**config.mk**
```make
export PLATFORM = sky130hd
export DESIGN_NAME = epl_read_ctrl_flat
export DESIGN_NICKNAME = d
export VERILOG_FILES = /design/src/rtl/epl_read_ctrl_if.sv /design/src/rtl/epl_read_ctrl.sv /design/src/flat_wrapper.sv
export SDC_FILE = /design/constraint.sdc
export NUM_CORES = 1
export LEC_CHECK = 0
export ABC_AREA = 1
export CORE_MARGIN = 10
export CORE_UTILIZATION = 25
export DETAILED_ROUTE_END_ITERATION = 6
export GPL_ROUTABILITY_DRIVEN = 0
export HOLD_SLACK_MARGIN = 0.06
export PLACE_DENSITY = 0.51
export SLEW_MARGIN = 10
export SYNTH_ARGS = -nofsm -noshare
export SYNTH_HDL_FRONTEND = slang
export SYNTH_SLANG_ARGS = --single-unit
```
**constraint.sdc**
```tcl
create_clock -name pClk_i -period 2 [get_ports pClk_i]
set_input_delay 0.6 -clock pClk_i [delete_from_list [all_inputs] [get_ports pClk_i]]
set_output_delay 0.6 -clock pClk_i [all_outputs]
set_load 0.005 [all_outputs]
```
**src/rtl/epl_read_ctrl_if.sv**
```systemverilog
// Requester and column-mux bus for the EPLFFRAM02 read sequencer.
// Signal names carry the direction as seen from the sequencer.
interface epl_read_ctrl_if #(
  parameter int unsigned DW = 16,
  parameter int unsigned AW = 10
);
  // Requester side
  logic          pReq0_i;
  logic [AW-1:0] pAddr0_i;
  logic          pReq1_i;
  logic [AW-1:0] pAddr1_i;
  logic          pAck0_o;
  logic          pAck1_o;
  logic [DW-1:0] pRdata_o;
  logic          pErr_o;
  logic          pBusy_o;
  // Array / column-mux side
  logic [AW-2:0] pRow_o;
  logic          pWl_o;
  logic [1:0]    pAcy2_o;
  logic          pRead01_o;
  logic          pRead1_i;
  logic [DW-1:0] pDo_i;

  // Sequencer view
  modport slave (
    input  pReq0_i, pAddr0_i, pReq1_i, pAddr1_i, pRead1_i, pDo_i,
    output pAck0_o, pAck1_o, pRdata_o, pErr_o, pBusy_o,
           pRow_o, pWl_o, pAcy2_o, pRead01_o
  );

  // Requester / mux-model view
  modport master (
    output pReq0_i, pAddr0_i, pReq1_i, pAddr1_i, pRead1_i, pDo_i,
    input  pAck0_o, pAck1_o, pRdata_o, pErr_o, pBusy_o,
           pRow_o, pWl_o, pAcy2_o, pRead01_o
  );
endinterface

```
**src/rtl/epl_read_ctrl.sv**
```systemverilog
// Round-robin read sequencer in front of the EPLFFRAM02 column read mux.
// Outputs are registered and describe the state being entered, so every
// output lines up with the state it belongs to.
module epl_read_ctrl #(
  parameter int unsigned DW        = 16,
  parameter int unsigned AW        = 10,
  parameter int unsigned SENSE_CYC = 2,
  parameter int unsigned TMO_CYC   = 4
) (
  input  logic            pClk_i,
  input  logic            nRst_i,
  epl_read_ctrl_if.slave  bus
);

  localparam int unsigned CW        = 4;
  localparam int unsigned SENSE_EFF = (SENSE_CYC < 1) ? 1 : ((SENSE_CYC > 15) ? 15 : SENSE_CYC);
  localparam int unsigned TMO_EFF   = (TMO_CYC < 1) ? 1 : ((TMO_CYC > 15) ? 15 : TMO_CYC);
  localparam logic [CW-1:0] SENSE_LD = CW'(SENSE_EFF - 1);
  localparam logic [CW-1:0] TMO_LD   = CW'(TMO_EFF);

  typedef enum logic [2:0] {
    S_IDLE, S_ROW, S_SENSE, S_MUX, S_WAIT, S_DONE
  } state_e;

  state_e        state_q, state_d;
  logic [CW-1:0] cnt_q, cnt_d;
  logic          id_q, id_d;
  logic          prio_q, prio_d;
  logic          ack0_q, ack0_d;
  logic          ack1_q, ack1_d;
  logic [DW-1:0] rdata_q, rdata_d;
  logic          err_q, err_d;
  logic          busy_q, busy_d;
  logic [AW-2:0] row_q, row_d;
  logic          wl_q, wl_d;
  logic [1:0]    acy_q, acy_d;
  logic          rd01_q, rd01_d;
  logic          gnt1;
  logic [AW-1:0] gnt_addr;

  // Next-state and next-output logic
  always_comb begin
    state_d  = state_q;
    cnt_d    = cnt_q;
    id_d     = id_q;
    prio_d   = prio_q;
    rdata_d  = rdata_q;
    row_d    = row_q;
    acy_d    = acy_q;
    err_d    = 1'b0;
    rd01_d   = 1'b0;
    ack0_d   = 1'b0;
    ack1_d   = 1'b0;
    // Requester 1 wins when alone, or on a tie when it holds priority
    gnt1     = bus.pReq1_i & (~bus.pReq0_i | prio_q);
    gnt_addr = gnt1 ? bus.pAddr1_i : bus.pAddr0_i;

    case (state_q)
      S_IDLE: begin
        if (bus.pReq0_i || bus.pReq1_i) begin
          id_d    = gnt1;
          row_d   = gnt_addr[AW-1:1];
          acy_d   = gnt_addr[0] ? 2'b10 : 2'b01;
          state_d = S_ROW;
        end
      end
      S_ROW: begin
        cnt_d   = SENSE_LD;
        state_d = S_SENSE;
      end
      S_SENSE: begin
        if (cnt_q == '0) begin
          rd01_d  = 1'b1;
          state_d = S_MUX;
        end else begin
          cnt_d = cnt_q - CW'(1);
        end
      end
      S_MUX: begin
        cnt_d   = TMO_LD;
        state_d = S_WAIT;
      end
      S_WAIT: begin
        if (bus.pRead1_i) begin
          rdata_d = bus.pDo_i;
          state_d = S_DONE;
        end else if (cnt_q <= CW'(1)) begin
          rdata_d = '0;
          err_d   = 1'b1;
          state_d = S_DONE;
        end else begin
          cnt_d = cnt_q - CW'(1);
        end
      end
      S_DONE: begin
        prio_d  = ~id_q;
        state_d = S_IDLE;
      end
      default: state_d = S_IDLE;
    endcase

    wl_d   = (state_d == S_ROW) || (state_d == S_SENSE) || (state_d == S_MUX);
    busy_d = (state_d != S_IDLE);
    if (state_d == S_DONE) begin
      ack0_d = ~id_q;
      ack1_d = id_q;
      acy_d  = 2'b00;
    end
  end

  // State and output registers
  always_ff @(posedge pClk_i or negedge nRst_i) begin
    if (!nRst_i) begin
      state_q <= S_IDLE;
      cnt_q   <= '0;
      id_q    <= 1'b0;
      prio_q  <= 1'b0;
      ack0_q  <= 1'b0;
      ack1_q  <= 1'b0;
      rdata_q <= '0;
      err_q   <= 1'b0;
      busy_q  <= 1'b0;
      row_q   <= '0;
      wl_q    <= 1'b0;
      acy_q   <= 2'b00;
      rd01_q  <= 1'b0;
    end else begin
      state_q <= state_d;
      cnt_q   <= cnt_d;
      id_q    <= id_d;
      prio_q  <= prio_d;
      ack0_q  <= ack0_d;
      ack1_q  <= ack1_d;
      rdata_q <= rdata_d;
      err_q   <= err_d;
      busy_q  <= busy_d;
      row_q   <= row_d;
      wl_q    <= wl_d;
      acy_q   <= acy_d;
      rd01_q  <= rd01_d;
    end
  end

  assign bus.pAck0_o   = ack0_q;
  assign bus.pAck1_o   = ack1_q;
  assign bus.pRdata_o  = rdata_q;
  assign bus.pErr_o    = err_q;
  assign bus.pBusy_o   = busy_q;
  assign bus.pRow_o    = row_q;
  assign bus.pWl_o     = wl_q;
  assign bus.pAcy2_o   = acy_q;
  assign bus.pRead01_o = rd01_q;

endmodule

```
**src/flat_wrapper.sv**
```systemverilog
// flat-port wrapper written by rule: the top's interface ports become plain ports
module epl_read_ctrl_flat 
#(
  parameter int unsigned DW        = 16,
  parameter int unsigned AW        = 10,
  parameter int unsigned SENSE_CYC = 2,
  parameter int unsigned TMO_CYC   = 4
)
  (pClk_i, nRst_i, bus_pReq0_i, bus_pAddr0_i, bus_pReq1_i, bus_pAddr1_i, bus_pRead1_i, bus_pDo_i, bus_pAck0_o, bus_pAck1_o, bus_pRdata_o, bus_pErr_o, bus_pBusy_o, bus_pRow_o, bus_pWl_o, bus_pAcy2_o, bus_pRead01_o);
  epl_read_ctrl_if #(.DW(DW), .AW(AW)) bus_i ();
  input  logic pClk_i;
  input  logic nRst_i;
  input wire logic [$bits(bus_i.pReq0_i)-1:0] bus_pReq0_i;
  input wire logic [$bits(bus_i.pAddr0_i)-1:0] bus_pAddr0_i;
  input wire logic [$bits(bus_i.pReq1_i)-1:0] bus_pReq1_i;
  input wire logic [$bits(bus_i.pAddr1_i)-1:0] bus_pAddr1_i;
  input wire logic [$bits(bus_i.pRead1_i)-1:0] bus_pRead1_i;
  input wire logic [$bits(bus_i.pDo_i)-1:0] bus_pDo_i;
  output wire logic [$bits(bus_i.pAck0_o)-1:0] bus_pAck0_o;
  output wire logic [$bits(bus_i.pAck1_o)-1:0] bus_pAck1_o;
  output wire logic [$bits(bus_i.pRdata_o)-1:0] bus_pRdata_o;
  output wire logic [$bits(bus_i.pErr_o)-1:0] bus_pErr_o;
  output wire logic [$bits(bus_i.pBusy_o)-1:0] bus_pBusy_o;
  output wire logic [$bits(bus_i.pRow_o)-1:0] bus_pRow_o;
  output wire logic [$bits(bus_i.pWl_o)-1:0] bus_pWl_o;
  output wire logic [$bits(bus_i.pAcy2_o)-1:0] bus_pAcy2_o;
  output wire logic [$bits(bus_i.pRead01_o)-1:0] bus_pRead01_o;
  assign bus_i.pReq0_i = bus_pReq0_i;
  assign bus_i.pAddr0_i = bus_pAddr0_i;
  assign bus_i.pReq1_i = bus_pReq1_i;
  assign bus_i.pAddr1_i = bus_pAddr1_i;
  assign bus_i.pRead1_i = bus_pRead1_i;
  assign bus_i.pDo_i = bus_pDo_i;
  assign bus_pAck0_o = bus_i.pAck0_o;
  assign bus_pAck1_o = bus_i.pAck1_o;
  assign bus_pRdata_o = bus_i.pRdata_o;
  assign bus_pErr_o = bus_i.pErr_o;
  assign bus_pBusy_o = bus_i.pBusy_o;
  assign bus_pRow_o = bus_i.pRow_o;
  assign bus_pWl_o = bus_i.pWl_o;
  assign bus_pAcy2_o = bus_i.pAcy2_o;
  assign bus_pRead01_o = bus_i.pRead01_o;
  epl_read_ctrl #(.DW(DW), .AW(AW), .SENSE_CYC(SENSE_CYC), .TMO_CYC(TMO_CYC)) u_core (.pClk_i(pClk_i), .nRst_i(nRst_i), .bus(bus_i));
endmodule
```
==> results.yml, run 1 <==
worst_setup_path:
  setup.worst_path.start_class: "flip-flop"
  crit_slowest_cell: "clkdlybuf4s50_1"
  reg2reg_from: "u_core.cnt_q[0]"
  crit_buf_inv: 1
  rr_endpoint: "u_core.cnt_q[1]"
  regToRegSetupSlack_ns: 0.33
  cp.required_ns: 1.40
  arrival_ns: 1.21
  cpLargestDelayFamily: "buffers and inverters"
  cp_max_fo: 2
  path_class: "flip-flop to primary output"
  end_kind: "primary output"
  worstRegToRegCells: 10
  max_stage_delay_ns: 0.54
  path_cells: "clkdlybuf4s50_1"
sta:
  setup_viol: 0
  hold_slack_ns: 0.269
  tns_ns: 0
  hold_viol_final: 0
  finalCriticalPeriod_ns: 1.81
  rsz0062_at_grt: "no"
  finalCritPeriodShare_pct: 90.3
  fmaxAchievable_ghz: 0.554
  fin_ws_ns: 0.195
  worst_pin_slew_ns: 0.515
  finalMaxSlewViolations: 0
  finalClockSkew_ns: 0.00788
  relSlewSlack_pct: 65.7
global_routing:
  grt_use_total_pct: 9.75
  grt_pass1_vias: 1780
  grt_pass1_wl_mm: 9.08
  grt.overflow.total: 0
  grt_max_degree: 24
  antenna_found_initial: 0
yosys:
  yosys-top-cells-area: "dfrtp_1 (55%), nand2_1 (15%), nand3_1 (7.1%)"
  ys_seq_area_share_pct: 55.3
  synth_cell_type_count: 24
  synth.avg_cell_area_um2: 8.38
  synthCells: 227
  yosysWarningCount: 0
  synth_top_area_share_pct: 55.3
  syn_area_mm2: 0.00190
  synth_top_area_cell: "dfrtp_1"
  syn_nets: 271
  ys_ff_latch: 42
layout:
  drive_above_1_share_pct: 8.14
  num-nets-final: 350
  synthToLayoutAreaGrowth_pct: 49.6
  final_cell_mix: "nand2_1 (76), clkdlybuf4s50_1 (72), dfrtp_1 (42), nand3_1 (27), nor2_1 (20)"
  layout_commonest_cell: "nand2_1"
  antenna_cells: 0
  fin_area_mm2: 0.00285
floorplanning:
  die_h_um: 107
  io-pin-count: 74
  rows: 31
  core-area_mm2: 0.00733
  die_x_um: 107
  start_util_pct: 25.9
  die-area_mm2: 0.0115
drt:
  firstDrtPassIters: 4
  wire_per_inst_um: 13.3
  ant_nets: 0
  finalWirelength_mm: 5.42
  drt_iter0_drc: 42
  vias_per_cell: 4.18
  vias: 1698
  drc: 0
clocking:
  clock_tree.root_cell: "clkbuf_8"
  htreeDepth: 2
  cts-resized-gates: 0
  post_cts_buffers: 0
  cts.sinks: 42
  cts_buffer_depth: 2
  cts_hold_buf: 0
  clk_pin_slew_worst_paths_ns: 0.08
  cts_made_buffers: 5
  clk_latency_ns: 0.29
  cts_tree: "built"
power:
  ir_drop_uv: 458
  swShare_pct: 38.2
  finalPower_mw: 3.89
  power.switching_mw: 1.49
  p_int_mw: 2.40
  leakage_nw: 1.38
  p_comb_share_pct: 48.6
  clockPowerShare_pct: 15.0
  p_per_area_mw_per_mm2: 1370
  seq_power_share_pct: 36.4
worst_hold_path:
  min_path_type: "input pin to asynchronous set/reset pin"
placed_design:
  port_buffers: 73
  placed_area_mm2: 0.00275
  place_ws_ns: 0.108
  hpwl_mm: 4.27
flow_run:
  cap_viol_max_count: 0
run_status:
  status: "finished, final reports clean"
## synth_stat cells
cell and n:
nand2_1 76, dfrtp_1 42, buf_2 1, o21ai_0 12, inv_2 2, inv_4 1
ha_1 3, buf_4 3, buf_6 1, or2_2 1, clkbuf_1 1, buf_1 1
clkinv_2 1, a21oi_2 1, o21ai_1 10, nand3_1 27, inv_1 15, nand4_1 2
nand2_2 2, nand2_4 2, nor2_1 20, nand3_2 1, xor2_1 1, nor3_1 1
## through the flow
| step | instances | util (%) |
|---|---|---|
| floorplan | 227 | - |
| global placement | 398 | 37.5 |
| detailed placement | 398 | 37.5 |
| CTS | 406 | 38.8 |
| global route | 406 | 38.8 |
| finish | 406 | 38.8 |
## final cells by class
| type | instances | area, µm² |
|---|---|---|
| fill | 772 | 4490 |
| sequential | 42 | 1050 |
| timing repair buffer | 79 | 771 |
| multi-input combinational | 159 | 729 |
| tap | 99 | 124 |
| clock buffer | 7 | 86.3 |
| inverter | 19 | 75.1 |
| clock inverter | 1 | 8.76 |
## worst max path at each step
stage | slack, ns | cells after the start | from | to
final | 0.19 | 1 | u_core.bus.pAcy2_o[0] | bus_pAcy2_o[0]
after global routing | 0.12 | 10 | u_core.cnt_q[0] | u_core.cnt_q[1]
after CTS | 0.19 | 1 | u_core.bus.pAcy2_o[0] | bus_pAcy2_o[0]
after detailed placement | 0.11 | 6 | bus_pReq0_i | u_core.bus.pAcy2_o[1]
after global placement | 0.12 | 6 | bus_pReq0_i | u_core.bus.pAcy2_o[1]
after floorplan | 0.63 | 10 | u_core.cnt_q[0] | u_core.bus.pAcy2_o[1]
## sequential cells by signal, summed over array words and instances (netlist names)
| signal | cells |
|---|---|
| u_core.bus.pRdata_o | 16 |
| u_core.bus.pRow_o | 9 |
| u_core.cnt_q | 4 |
| u_core.state_q | 3 |
| u_core.bus.pAcy2_o | 2 |
| u_core.bus.pAck0_o | 1 |
| u_core.bus.pAck1_o | 1 |
| u_core.bus.pBusy_o | 1 |
| u_core.bus.pErr_o | 1 |
| u_core.bus.pRead01_o | 1 |
| u_core.bus.pWl_o | 1 |
| u_core.id_q | 1 |
| u_core.prio_q | 1 |
## power by group through the flow
stage / Sequential, mW / Combinational [mW] / Clock [mW]
floorplan: 1.42 / 0.991 / 0
global placement: 1.42 / 1.93 / 0
detailed placement: 1.43 / 1.93 / 0
CTS: 1.42 / 1.94 / 0.603
global route: 1.47 / 2.16 / 0.645
finish: 1.41 / 1.89 / 0.583
## layer usage
layer,vias to the layer above,global-route usage [%],part of all wire [%],wire length (µm)
met4,0,3.19,1.3,68
met2,66,14.0,41,2230
met5,-,0,0,0
li1,874,-,-,-
met1,752,11.7,45,2410
met3,6,6.11,13,707
## cell families after synthesis
group / after synthesis / synth area share [%]
and+or+nand+nor: 132 / 29.7
DFF: 42 / 55.3
buffers and inverters: 26 / 6.38
AOI/OAI and AO/OA: 23 / 6.25
adders and majority gates: 3 / 1.97
xor gates and xnor gates: 1 / 0.461
No activity file was read; power rests on OpenSTA's default activity.
==> inputs of run 2 (changes only) <==
--- a/config.mk
+++ b/config.mk
@@ -12,6 +12,7 @@
 export GPL_ROUTABILITY_DRIVEN = 0
 export HOLD_SLACK_MARGIN = 0.06
 export PLACE_DENSITY = 0.51
+export RECOVER_POWER = 100
 export SLEW_MARGIN = 10
 export SYNTH_ARGS = -nofsm -noshare
 export SYNTH_HDL_FRONTEND = slang
==> constraint.sdc (replaced) <==
create_clock -name pClk_i -period 2 [get_ports pClk_i]
set_input_delay 0.6 -clock pClk_i [delete_from_list [all_inputs] [get_ports pClk_i]]
set_output_delay 0.6 -clock pClk_i [all_outputs]
set_load 0.01 [all_outputs]
==> run 2 against run 1 <==
Compared with the run above: first-iteration DRC count decreased by 7.1%; clock-buffer cell count stayed put; critical endpoint is now bus_pRdata_o[11]; largest power group unchanged; fmax shrank 5.0%; wire length hardly changed; setup slack got worse by 0.094 ns; highest routed layer unchanged; combinational power barely moved; clock power about the same; worst hold slack improved by 0.20 ns.
==> results.yml, run 2 (synthesized netlist as in run 1, its figures left out) <==
drt:
  finalWirelength_mm: 5.41
  wire_per_inst_um: 13.3
  firstDrtPassIters: 4
  drc: 0
  vias: 1712
  ant_nets: 0
  vias_per_cell: 4.22
  drt_iter0_drc: 39
floorplanning:
  die_x_um: 107
  rows: 31
  io-pin-count: 74
  die_h_um: 107
  die-area_mm2: 0.0115
  start_util_pct: 25.9
  core-area_mm2: 0.00733
placed_design:
  port_buffers: 73
  dp_cells: 398
  hpwl_mm: 4.27
  placed_area_mm2: 0.00275
layout:
  layout_commonest_cell: "nand2_1"
  instances_no_fill: 406
  final_cell_mix: "nand2_1 (78), clkdlybuf4s50_1 (45), dfrtp_1 (42), nand3_1 (27), dlygate4sd3_1 (27)"
  multi_input_area_um2: 721
  synthToLayoutAreaGrowth_pct: 48.6
  drive_above_1_share_pct: 6.19
  fill_cells: 775
  fin_area_mm2: 0.00283
  final-seq-area_mm2: 0.00105
  antenna_cells: 0
  num-nets-final: 350
  largest_register_ff_count: 16
worst_setup_path:
  path_class: "flip-flop to primary output"
  arrival_ns: 1.30
  cpLargestDelayFamily: "buffers and inverters"
  cp.required_ns: 1.40
  crit_buf_inv: 1
  setup.worst_path.start_class: "flip-flop"
  max_stage_delay_ns: 0.61
  path_cells: "dlygate4sd3_1"
  cp_max_fo: 2
  end_kind: "primary output"
  crit_slowest_cell: "dlygate4sd3_1"
global_routing:
  grt_pass1_wl_mm: 9.08
  grt_max_degree: 24
  grt.overflow.total: 0
  antenna_found_initial: 0
  grt_use_total_pct: 9.75
  grt_pass1_vias: 1780
sta:
  finalMaxSlewViolations: 0
  finalCritPeriodShare_pct: 95.0
  worst_pin_slew_ns: 1.23
  setup_viol: 0
  finalClockSkew_ns: 0.00795
  finalCriticalPeriod_ns: 1.90
  hold_viol_final: 0
  rsz0062_at_grt: "no"
  hold_slack_ns: 0.468
  fmaxAchievable_ghz: 0.526
  tns_ns: 0
  relSlewSlack_pct: 17.8
clocking:
  cts-resized-gates: 0
  cts_made_buffers: 5
  cts_buffer_depth: 2
  clk_latency_ns: 0.29
  cts_tree: "built"
  post_cts_buffers: 0
  htreeDepth: 2
  cts_hold_buf: 0
  cts.sinks: 42
  clock_tree.root_cell: "clkbuf_8"
  clk_pin_slew_worst_paths_ns: 0.08
power:
  ir_drop_uv: 456
  seq_power_share_pct: 36.3
  swShare_pct: 40.4
  p_int_mw: 2.30
  power.switching_mw: 1.56
  clockPowerShare_pct: 15.1
  p_comb_share_pct: 48.6
  leakage_nw: 1.43
  finalPower_mw: 3.86
  p_per_area_mw_per_mm2: 1370
worst_hold_path:
  min_path_type: "flip-flop to flip-flop"
flow_run:
  cap_viol_max_count: 0
run_status:
  status: "finished, final reports clean"
run 2: cell types whose count changed in the layout (fill, tap and decap cells not counted), sizes merged:
cell           previous run  this run
buf                       7         3
clkbuf                    7        11
clkdlybuf4s50            72        45
clkinv                    1         0
dlygate4sd3               0        27
inv                      19        20
run 2: metal layers:
| layer | vias to the layer above | GRT usage, % | wire length [µm] |
|---|---|---|---|
| met5 | - | 0 | 0 |
| met1 | 767 | 11.7 | 2400 |
| met2 | 64 | 14.0 | 2240 |
| li1 | 875 | - | - |
| met3 | 6 | 6.11 | 701 |
| met4 | 0 | 3.19 | 68 |
run 2: worst paths after layout:
path	start	end	slack [ns]	cells past startpoint
worst min-delay path	u_core.bus.pRdata_o[0]	u_core.bus.pRdata_o[0]	0.47	2
worst max-delay path	u_core.bus.pRdata_o[11]	bus_pRdata_o[11]	0.10	1
worst min register to register	u_core.bus.pRdata_o[0]	u_core.bus.pRdata_o[0]	0.47	2
worst max register to register	u_core.cnt_q[0]	u_core.cnt_q[0]	0.31	10
min in group asynchronous	nRst_i	u_core.bus.pRdata_o[7]	0.54	1
max in group asynchronous	nRst_i	u_core.state_q[1]	0.52	2
run 2: per-stage QoR:
step / setup WS (ns) / utilization [%]
final: 0.100 / 38.5
after global routing: 0.0524 / 38.5
after CTS: 0.151 / 38.8
after detailed placement: 0.108 / 37.5
after global placement: 0.123 / 37.5
after floorplan: 0.625 / -
run 2: area by class of cell:
class	instances	share of cell area, %
clock buffers	7	3.06
clock inverters	1	0.310
inverters	19	2.61
multi-input cells	159	25.5
flip-flops and latches	42	37.2
well taps	99	4.38
repair buffers	79	26.9
run 2: power by group through the flow:
stage                     clock, mW  sequential (mW)  combinational (mW)
after floorplan                   0             1.53               0.989
after global routing          0.645             1.45                2.14
after detailed placement          0             1.43                2.03
after global placement            0             1.42                2.04
after CTS                     0.603             1.42                2.04
final                         0.584             1.40                1.88
